[config.mk]
export PLATFORM = sky130hd
export DESIGN_NAME = fp_serial_tx_flat
export DESIGN_NICKNAME = d
export VERILOG_FILES = /design/src/rtl/fp_serial_tx_if.sv /design/src/rtl/fp_serial_tx.sv /design/src/flat_wrapper.sv
export SDC_FILE = /design/constraint.sdc
export NUM_CORES = 1
export LEC_CHECK = 0
export CAP_MARGIN = 10
export CORE_UTILIZATION = 52
export CTS_CLUSTER_DIAMETER = 200
export DETAILED_ROUTE_END_ITERATION = 8
export PLACE_DENSITY = 0.74
export SYNTH_ARGS = -nofsm -noshare
export SYNTH_HDL_FRONTEND = slang
export SYNTH_SLANG_ARGS = --single-unit
[constraint.sdc]
create_clock -name clk -period 2.56 [get_ports clk]
set_input_delay 0.512 -clock clk [delete_from_list [all_inputs] [get_ports clk]]
set_output_delay 0.512 -clock clk [all_outputs]
set_load 0.02 [all_outputs]
[src/rtl/fp_serial_tx_if.sv]
// fp_serial_tx_if: valid/ready handshake carrying converter S/E/F words into fp_serial_tx.
interface fp_serial_tx_if;
    logic       in_valid;
    logic       in_ready;
    logic       S;
    logic [2:0] E;
    logic [4:0] F;
    modport master(output in_valid, S, E, F, input in_ready);
    modport slave(input in_valid, S, E, F, output in_ready);
endinterface

[src/rtl/fp_serial_tx.sv]
// fp_serial_tx: FIFO-buffered UART-style transmitter for 9-bit FP words, LSB first, even parity.
module fp_serial_tx #(
    parameter int DEPTH = 4,
    parameter int CLKS_PER_BIT = 4
) (
    input  logic                       clk,
    input  logic                       rst,
    fp_serial_tx_if.slave              in_if,
    output logic                       tx,
    output logic                       busy,
    output logic [$clog2(DEPTH+1)-1:0] count
);
    localparam int CW = $clog2(DEPTH + 1);
    localparam int AW = $clog2(DEPTH);
    localparam int BW = CLKS_PER_BIT > 1 ? $clog2(CLKS_PER_BIT) : 1;
    typedef enum logic [2:0] {IDLE, START, DATA, PARITY, STOP} state_t;
    state_t        state;
    logic [8:0]    mem [DEPTH];
    logic [AW-1:0] wr_ptr, rd_ptr;
    logic [BW-1:0] baud;
    logic [3:0]    idx;
    logic [8:0]    sh;
    logic          push, pop, bit_end;
    assign in_if.in_ready = count < CW'(DEPTH);
    assign busy = state != IDLE;
    assign bit_end = baud == BW'(CLKS_PER_BIT - 1);
    assign push = in_if.in_valid && in_if.in_ready;
    // a pop either leaves IDLE or chains the next frame straight after a stop bit
    assign pop = count != '0 && (state == IDLE || (state == STOP && bit_end));
    always_ff @(posedge clk) begin
        if (push) mem[wr_ptr] <= {in_if.S, in_if.E, in_if.F};
    end
    always_ff @(posedge clk) begin
        if (rst) begin
            state  <= IDLE;
            tx     <= 1'b1;
            count  <= '0;
            wr_ptr <= '0;
            rd_ptr <= '0;
            baud   <= '0;
            idx    <= '0;
            sh     <= '0;
        end else begin
            count <= count + CW'(push) - CW'(pop);
            if (push) wr_ptr <= wr_ptr + AW'(1);
            if (pop) begin
                rd_ptr <= rd_ptr + AW'(1);
                sh     <= mem[rd_ptr];
            end
            baud <= (state == IDLE || bit_end) ? '0 : baud + BW'(1);
            case (state)
                IDLE: begin
                    tx <= !pop;
                    if (pop) state <= START;
                end
                START: if (bit_end) begin
                    tx    <= sh[0];
                    idx   <= '0;
                    state <= DATA;
                end
                DATA: if (bit_end) begin
                    if (idx == 4'd8) begin
                        tx    <= ^sh;
                        state <= PARITY;
                    end else begin
                        idx <= idx + 4'd1;
                        tx  <= sh[idx + 4'd1];
                    end
                end
                PARITY: if (bit_end) begin
                    tx    <= 1'b1;
                    state <= STOP;
                end
                STOP: if (bit_end) begin
                    tx    <= !pop;
                    state <= pop ? START : IDLE;
                end
                default: state <= IDLE;
            endcase
        end
    end
endmodule

[src/flat_wrapper.sv]
// flat-port wrapper written by rule: the top's interface ports become plain ports
module fp_serial_tx_flat 
#(
    parameter int DEPTH = 4,
    parameter int CLKS_PER_BIT = 4
)
  (clk, rst, tx, busy, count, in_if_in_valid, in_if_S, in_if_E, in_if_F, in_if_in_ready);
  fp_serial_tx_if in_if_i ();
  input  logic clk;
  input  logic rst;
  output logic tx;
  output logic busy;
  output logic [$clog2(DEPTH+1)-1:0] count;
  input wire logic [$bits(in_if_i.in_valid)-1:0] in_if_in_valid;
  input wire logic [$bits(in_if_i.S)-1:0] in_if_S;
  input wire logic [$bits(in_if_i.E)-1:0] in_if_E;
  input wire logic [$bits(in_if_i.F)-1:0] in_if_F;
  output wire logic [$bits(in_if_i.in_ready)-1:0] in_if_in_ready;
  assign in_if_i.in_valid = in_if_in_valid;
  assign in_if_i.S = in_if_S;
  assign in_if_i.E = in_if_E;
  assign in_if_i.F = in_if_F;
  assign in_if_in_ready = in_if_i.in_ready;
  fp_serial_tx #(.DEPTH(DEPTH), .CLKS_PER_BIT(CLKS_PER_BIT)) u_core (.clk(clk), .rst(rst), .in_if(in_if_i), .tx(tx), .busy(busy), .count(count));
endmodule
# --- Yosys cells after proc, flatten, opt, wreduce, memory -nomap -nowiden ---
# Memory sizes are Yosys's and may differ from the RTL's. A register that Yosys moved wholly into a read port is not among the register bits.
# Index checks and enable logic that the tools add are counted.
# W data, S select, Z words.
word_totals:
  regBits: 17
  latchBits: 0
  ram_bits: 36
  romBits: 0
  inputBits: 12
  output_inout_bits: 6
  memories: 1
classes:
  add_sub_neg: 6
  mul: 0
  div: 0
  magnitude_cmp: 2
  n_eq_ne: 13
  shifts: 0
  n_mux: 22
  bitwise_logic: 0
  n_reduce_logical: 16
mem_list:
  columns: ["memory", "depth", "word_bits", "read_ports", "rd_clocked_by_memory_dff", "write_ports", "line", "rtl"]
  rows:
  - ["u_core.mem", 4, 9, 1, 1, 1, "fp_serial_tx.sv:18", "logic [8:0] mem [DEPTH];"]
op_table:
  columns: ["cell", "count"]
  rows:
  - ["$mux W3", 6]
  - ["$pmux W3 S5", 1]
  - ["$mux W4", 3]
  - ["$ne A2 B1 Y1 const B", 6]
  - ["$mux W1", 9]
  - ["$reduce_xor A9 Y1", 1]
  - ["$pmux W4 S2", 1]
  - ["$add A2 B1 Y2 const B", 3]
  - ["$eq A3 B2 Y1 const B", 2]
  - ["$reduce_and A6 Y1", 1]
  - ["$reduce_bool A3 Y1", 2]
  - ["$lt A4 B5 Y1 const B", 1]
  - ["$pmux W1 S5", 1]
  - ["$reduce_and A5 Y1", 1]
  - ["$reduce_bool A5 Y1", 1]
  - ["$add A4 B1 Y4 const B", 1]
  - ["$bmux W1 S4", 1]
  - ["$eq A4 B4 Y1 const B", 1]
  - ["$reduce_and A4 Y1", 1]
  - ["$add A3 B1 Y3", 1]
  - ["$eq A3 B1 Y1 const B", 1]
  - ["$eq A3 B3 Y1 const B", 1]
  - ["$logic_and A1 B1 Y1", 3]
  - ["$logic_not A3 Y1", 1]
  - ["other kinds (8)", 9]

# --- Logic depth before layout (Yosys ltp) ---
logic_depth:
  ltp_word: 7
  ltp_mapped: 13
  depth_no_buf: 11

# --- Worst setup path before layout ---
# No wires, ideal clock.
synth_path:
  path_type: "reg-to-reg"
  start: "register u_core.baud[0]"
  end: "register u_core.count[2]"
  arrival_time_ns: 2.354
  required_time_ns: 2.432
  path_slack_ns: 0.078
  stages_incl_launch_ff: 14
  n_path_buf: 2
  synth_period_minus_slack_ns: 2.482
  cell_sequence: "dfxtp_1 > ha_1 > clkbuf_1 > nor2b_1 > nor3_2 > buf_6 > ha_1 > inv_1 > ha_1 > inv_1 > fa_1 > xnor2_1 > xnor2_1 > nor2_1"
synth_via:
  elab_chain_cells: 5
synth_lines:
  columns: ["element", "line", "rtl"]
  rows:
  - ["start, declared", "fp_serial_tx.sv:20", "logic [BW-1:0] baud;"]
  - ["start signal, assigned", "fp_serial_tx.sv:50", "baud <= (state == IDLE || bit_end) ? '0 : baud + BW'(1);"]
  - ["$eq A2 B2 Y1", "fp_serial_tx.sv:26", "assign bit_end = baud == BW'(CLKS_PER_BIT - 1);"]
  - ["$logic_and A1 B1 Y1", "fp_serial_tx.sv:29", "assign pop = count != '0 && (state == IDLE || (state == STOP && bit_end));"]
  - ["$logic_or A1 B1 Y1", "fp_serial_tx.sv:29", null]
  - ["$logic_and A1 B1 Y1", "fp_serial_tx.sv:29", null]
  - ["$sub A3 B1 Y3", "fp_serial_tx.sv:44", "count <= count + CW'(push) - CW'(pop);"]
  - ["end signal, assigned", "fp_serial_tx.sv:44", null]
  - ["end, declared", "fp_serial_tx.sv:11", "output logic [$clog2(DEPTH+1)-1:0] count"]
# No other way between the ends.
# A chain may end at the register's enable or synchronous reset.

# --- Worst setup path after layout ---
layout_path:
  start: "register u_core.count[2]"
  end: "register u_core.count[2]"
layout_via:
  elab_chain_cells: 4
  word_cells_on_any_way: 6
  cone_classes: "add/sub: 2; order compare: 1; reduce/logical: 3"
layout_lines:
  columns: ["element", "line", "rtl"]
  rows:
  - ["$lt A3 B3 Y1", "fp_serial_tx.sv:24", "assign in_if.in_ready = count < CW'(DEPTH);"]
  - ["$logic_and A1 B1 Y1", "fp_serial_tx.sv:27", "assign push = in_if.in_valid && in_if.in_ready;"]
  - ["$add A3 B1 Y3", "fp_serial_tx.sv:44", null]
  - ["$sub A3 B1 Y3 (*)", "fp_serial_tx.sv:44", null]
# Mark *: on every way between the ends. The rest lies on a longest branch, timed or not.

==> run metrics <==
VDD IR max 0.603 mV; post-placement cell count a little under 300; status finished, final reports clean; routability cong. ~0.78; CTS sink cnt 62; Rows 26; hpwl dp 3000 um; post-synthesis cell type count 38; fill count 396; dpl ws 0.234 ns; Cells after Synth 211; n_diodes 0; Post-Route Utilization 62.9%; hold depth 1; Req. time, crit path about 2.8 ns; layout cell share with drive strength beyond 1 between 10 and 15%; initial antenna violation count 0; Final Hold Fails 0; Num CTS Buffers 9; worst hold-check path type flop to flop; ys async rst share 0%; die width 74.8 um; I/O Buffers 17; clock share of power a little under 30%; largest net degree at the start of global routing 19; worst setup margin around 0.25 ns; CP Class flop to flop; Initial DRT Pass Iterations 4; chip height between 70 and 80 um; Slew headroom 52.9%; R2R Setup Slk between 0.2 and 0.25 ns; latest clock arrival within the worst-skew pair 0.34 ns; Synth Cell Area 2760 um^2; Via Count roughly 1600; Synth Net Count 233; io pins 18; RR Endpoint u_core.count[2]; P_sw 1.01 mW; grt total ovfl 0; Hold Crit Endpoint u_core.baud[0]; post-synthesis sequential area ratio about 58%; R2R depth 10; Leakage 1.16 nW; via/cell ratio 5.13; Final ANT Viol Nets 0; Final Max Tran Viols 0; GRT Overall Usage 18.5%; crit-path cells nor3_1 -> nor3_2 -> ha_1 -> inv_1 -> ha_1 -> inv_1 -> fa_1 -> xnor2_1 -> xnor2_1 -> nor2_1; Ys Warns 0; CP max stage delay roughly 0.48 ns; PwrDens 1040 nW/um^2; # hold bufs at CTS 0; switching share of power 30.2%; Setup TNS 0 ns; die area 5590 um^2; Flop pwr share 41.4%; R2R Path Start u_core.count[2]; Syn-to-layout area delta 16.6%; Post-synth EDFFs 36; fin cells 307; Root Buffer Master clkbuf_8; first-pass GRT wire length 7290 um; critical path capture point type flop; Slew @ Worst Pin 0.705 ns; # nets final about 250; Tmin final 2.31 ns; Gates resized, CTS repair 0; vias in the first global route 1572; Total Wirelength 4390 um; clk slew on worst S/H paths 0.08 ns; Primary FF master, synth edfxtp_1; H-tree level count 3; Startpoint Class flop; # DRC 0; Total Power 3.35 mW; WL/cell 14.3 um; CTS tree done; final setup violation count 0; Syn Area/Cell ~13 um^2; Final Cycle Share 90.3%; Max-cap violations 0; Fmax 433 MHz; CP arrival 2.53 ns; core area 5110 um^2; RSZ-0062 raised after global routing false; Seq cells post-synth 62; Comb pwr share 29.4%; post-CTS setup repair buffer count 0; P_int 2.34 mW; Slowest cell on crit path nor3_1; hold path startpoint u_core.baud[0]; crit path max fanout 4; DRT iter0 DRCs 93; clock skew roughly 0.011 ns; clk buf depth 2; Initial Util 53.9%
## power by group through the flow
stage | sequential [mW] | clock (mW) | combinational (mW)
finish | 1.39 | 0.979 | 0.985
global route | 1.41 | 1.03 | 1.09
CTS | 1.39 | 0.996 | 1.00
detailed placement | 1.41 | 0 | 0.995
global placement | 1.40 | 0 | 0.975
floorplan | 1.36 | 0 | 0.811
## per-layer routing
layer | vias to the layer above | GRT usage, % | wire (um)
met5 | - | 0 | 0
met4 | 0 | 8.18 | 51
met3 | 5 | 6.43 | 138
met2 | 24 | 30.5 | 2120
met1 | 749 | 22.1 | 2090
li1 | 798 | - | -
## registers in the layout (all words and copies together) (netlist names)
name and flops:
u_core.rd_ptr 2, u_core.count 3, u_core.mem 36, u_core.baud 2, u_core.state 3, u_core.tx 1
u_core.sh 9, u_core.idx 4, u_core.wr_ptr 2
## cell usage in the layout, fill, tap and decap left out, drive strengths merged
master	netlist	layout
xnor3	1	1
clkdlybuf4s50	0	17
buf	6	5
nand2	8	8
o21ai	4	4
bufinv	0	2
a21oi	7	7
nand3	6	6
dfxtp	26	26
o32ai	1	1
clkbuf	6	9
mux2i	12	12
fa	1	1
nor4b	1	1
and2	5	5
o31a	1	1
nand2b	1	1
mux4	10	10
o21a	1	1
nor3	5	5
nor2	23	23
o211ai	1	1
o2111ai	2	2
clkinvlp	0	1
edfxtp	36	36
inv	11	15
nor4	1	1
a221o	1	1
nor2b	6	6
xor2	6	6
xnor2	8	8
nand4b	1	1
or2	1	1
nand3b	2	2
ha	9	9
a211oi	1	1
## cell usage after synthesis, types with 2 or more instances
| library cell | number | share of area (%) |
|---|---|---|
| edfxtp_1 | 36 | 39 |
| dfxtp_1 | 26 | 19 |
| nor2_1 | 23 | 3.1 |
| mux2i_1 | 12 | 4.4 |
| inv_1 | 11 | 1.5 |
| mux4_2 | 10 | 8.2 |
| ha_1 | 9 | 4.1 |
| nand2_1 | 8 | 1.1 |
| xnor2_1 | 8 | 2.5 |
| a21oi_1 | 7 | 1.3 |
| clkbuf_1 | 6 | 0.82 |
| nand3_1 | 6 | 1.1 |
| nor2b_1 | 6 | 1.4 |
| xor2_1 | 6 | 1.9 |
| and2_1 | 5 | 1.1 |
| nor3_1 | 4 | 0.73 |
| buf_2 | 3 | 0.54 |
| o21ai_0 | 3 | 0.54 |
| buf_6 | 2 | 0.82 |
| o2111ai_1 | 2 | 0.64 |
## final cells by class
cell class,instances,area [um^2],area share (%)
flip-flops and latches,62,1600,49.8
multi-input cells,126,1050,32.6
repair buffers,22,208,6.46
clock buffers,9,124,3.86
clock inverters,7,103,3.19
well taps,70,87.6,2.73
inverters,11,41.3,1.29
## per-stage QoR
step | instance area, um^2 | hold WS [ns]
2_1_floorplan | 2760 | 0.408
6_report | 3210 | 0.432
3_3_place_gp | 2990 | 0.414
4_1_cts | 3210 | 0.437
5_1_grt | 3210 | 0.464
3_5_place_dp | 2990 | 0.426
## how the worst max path moves through the flow
stage                          from         endpoint  depth (start not counted)
floorplan            u_core.baud[0]  u_core.count[2]                         13
CTS                 u_core.count[2]  u_core.count[2]                         10
detailed placement  u_core.count[2]  u_core.count[2]                         10
global placement    u_core.count[2]  u_core.count[2]                         10
finish              u_core.count[2]  u_core.count[2]                         10
global route        u_core.count[2]  u_core.count[2]                         10
## kinds of logic after synthesis
group	share of synthesized area (%)
mux	12.5
simple gates	11.0
xor+xnor	5.27
compound gates	4.45
fa+ha+maj	4.81
buf+inv	3.81
flops	58.1
## worst max-delay path, delay by kind of cell, from the launching register on
family	cells	cell delay (ns)
adder cells (fa/ha/maj)	3	0.80
AND/OR/NAND/NOR	3	0.64
flip-flops	1	0.34
XOR/XNOR	2	0.32
buffers and inverters	2	0.11
(Power assumes the default switching activity.)
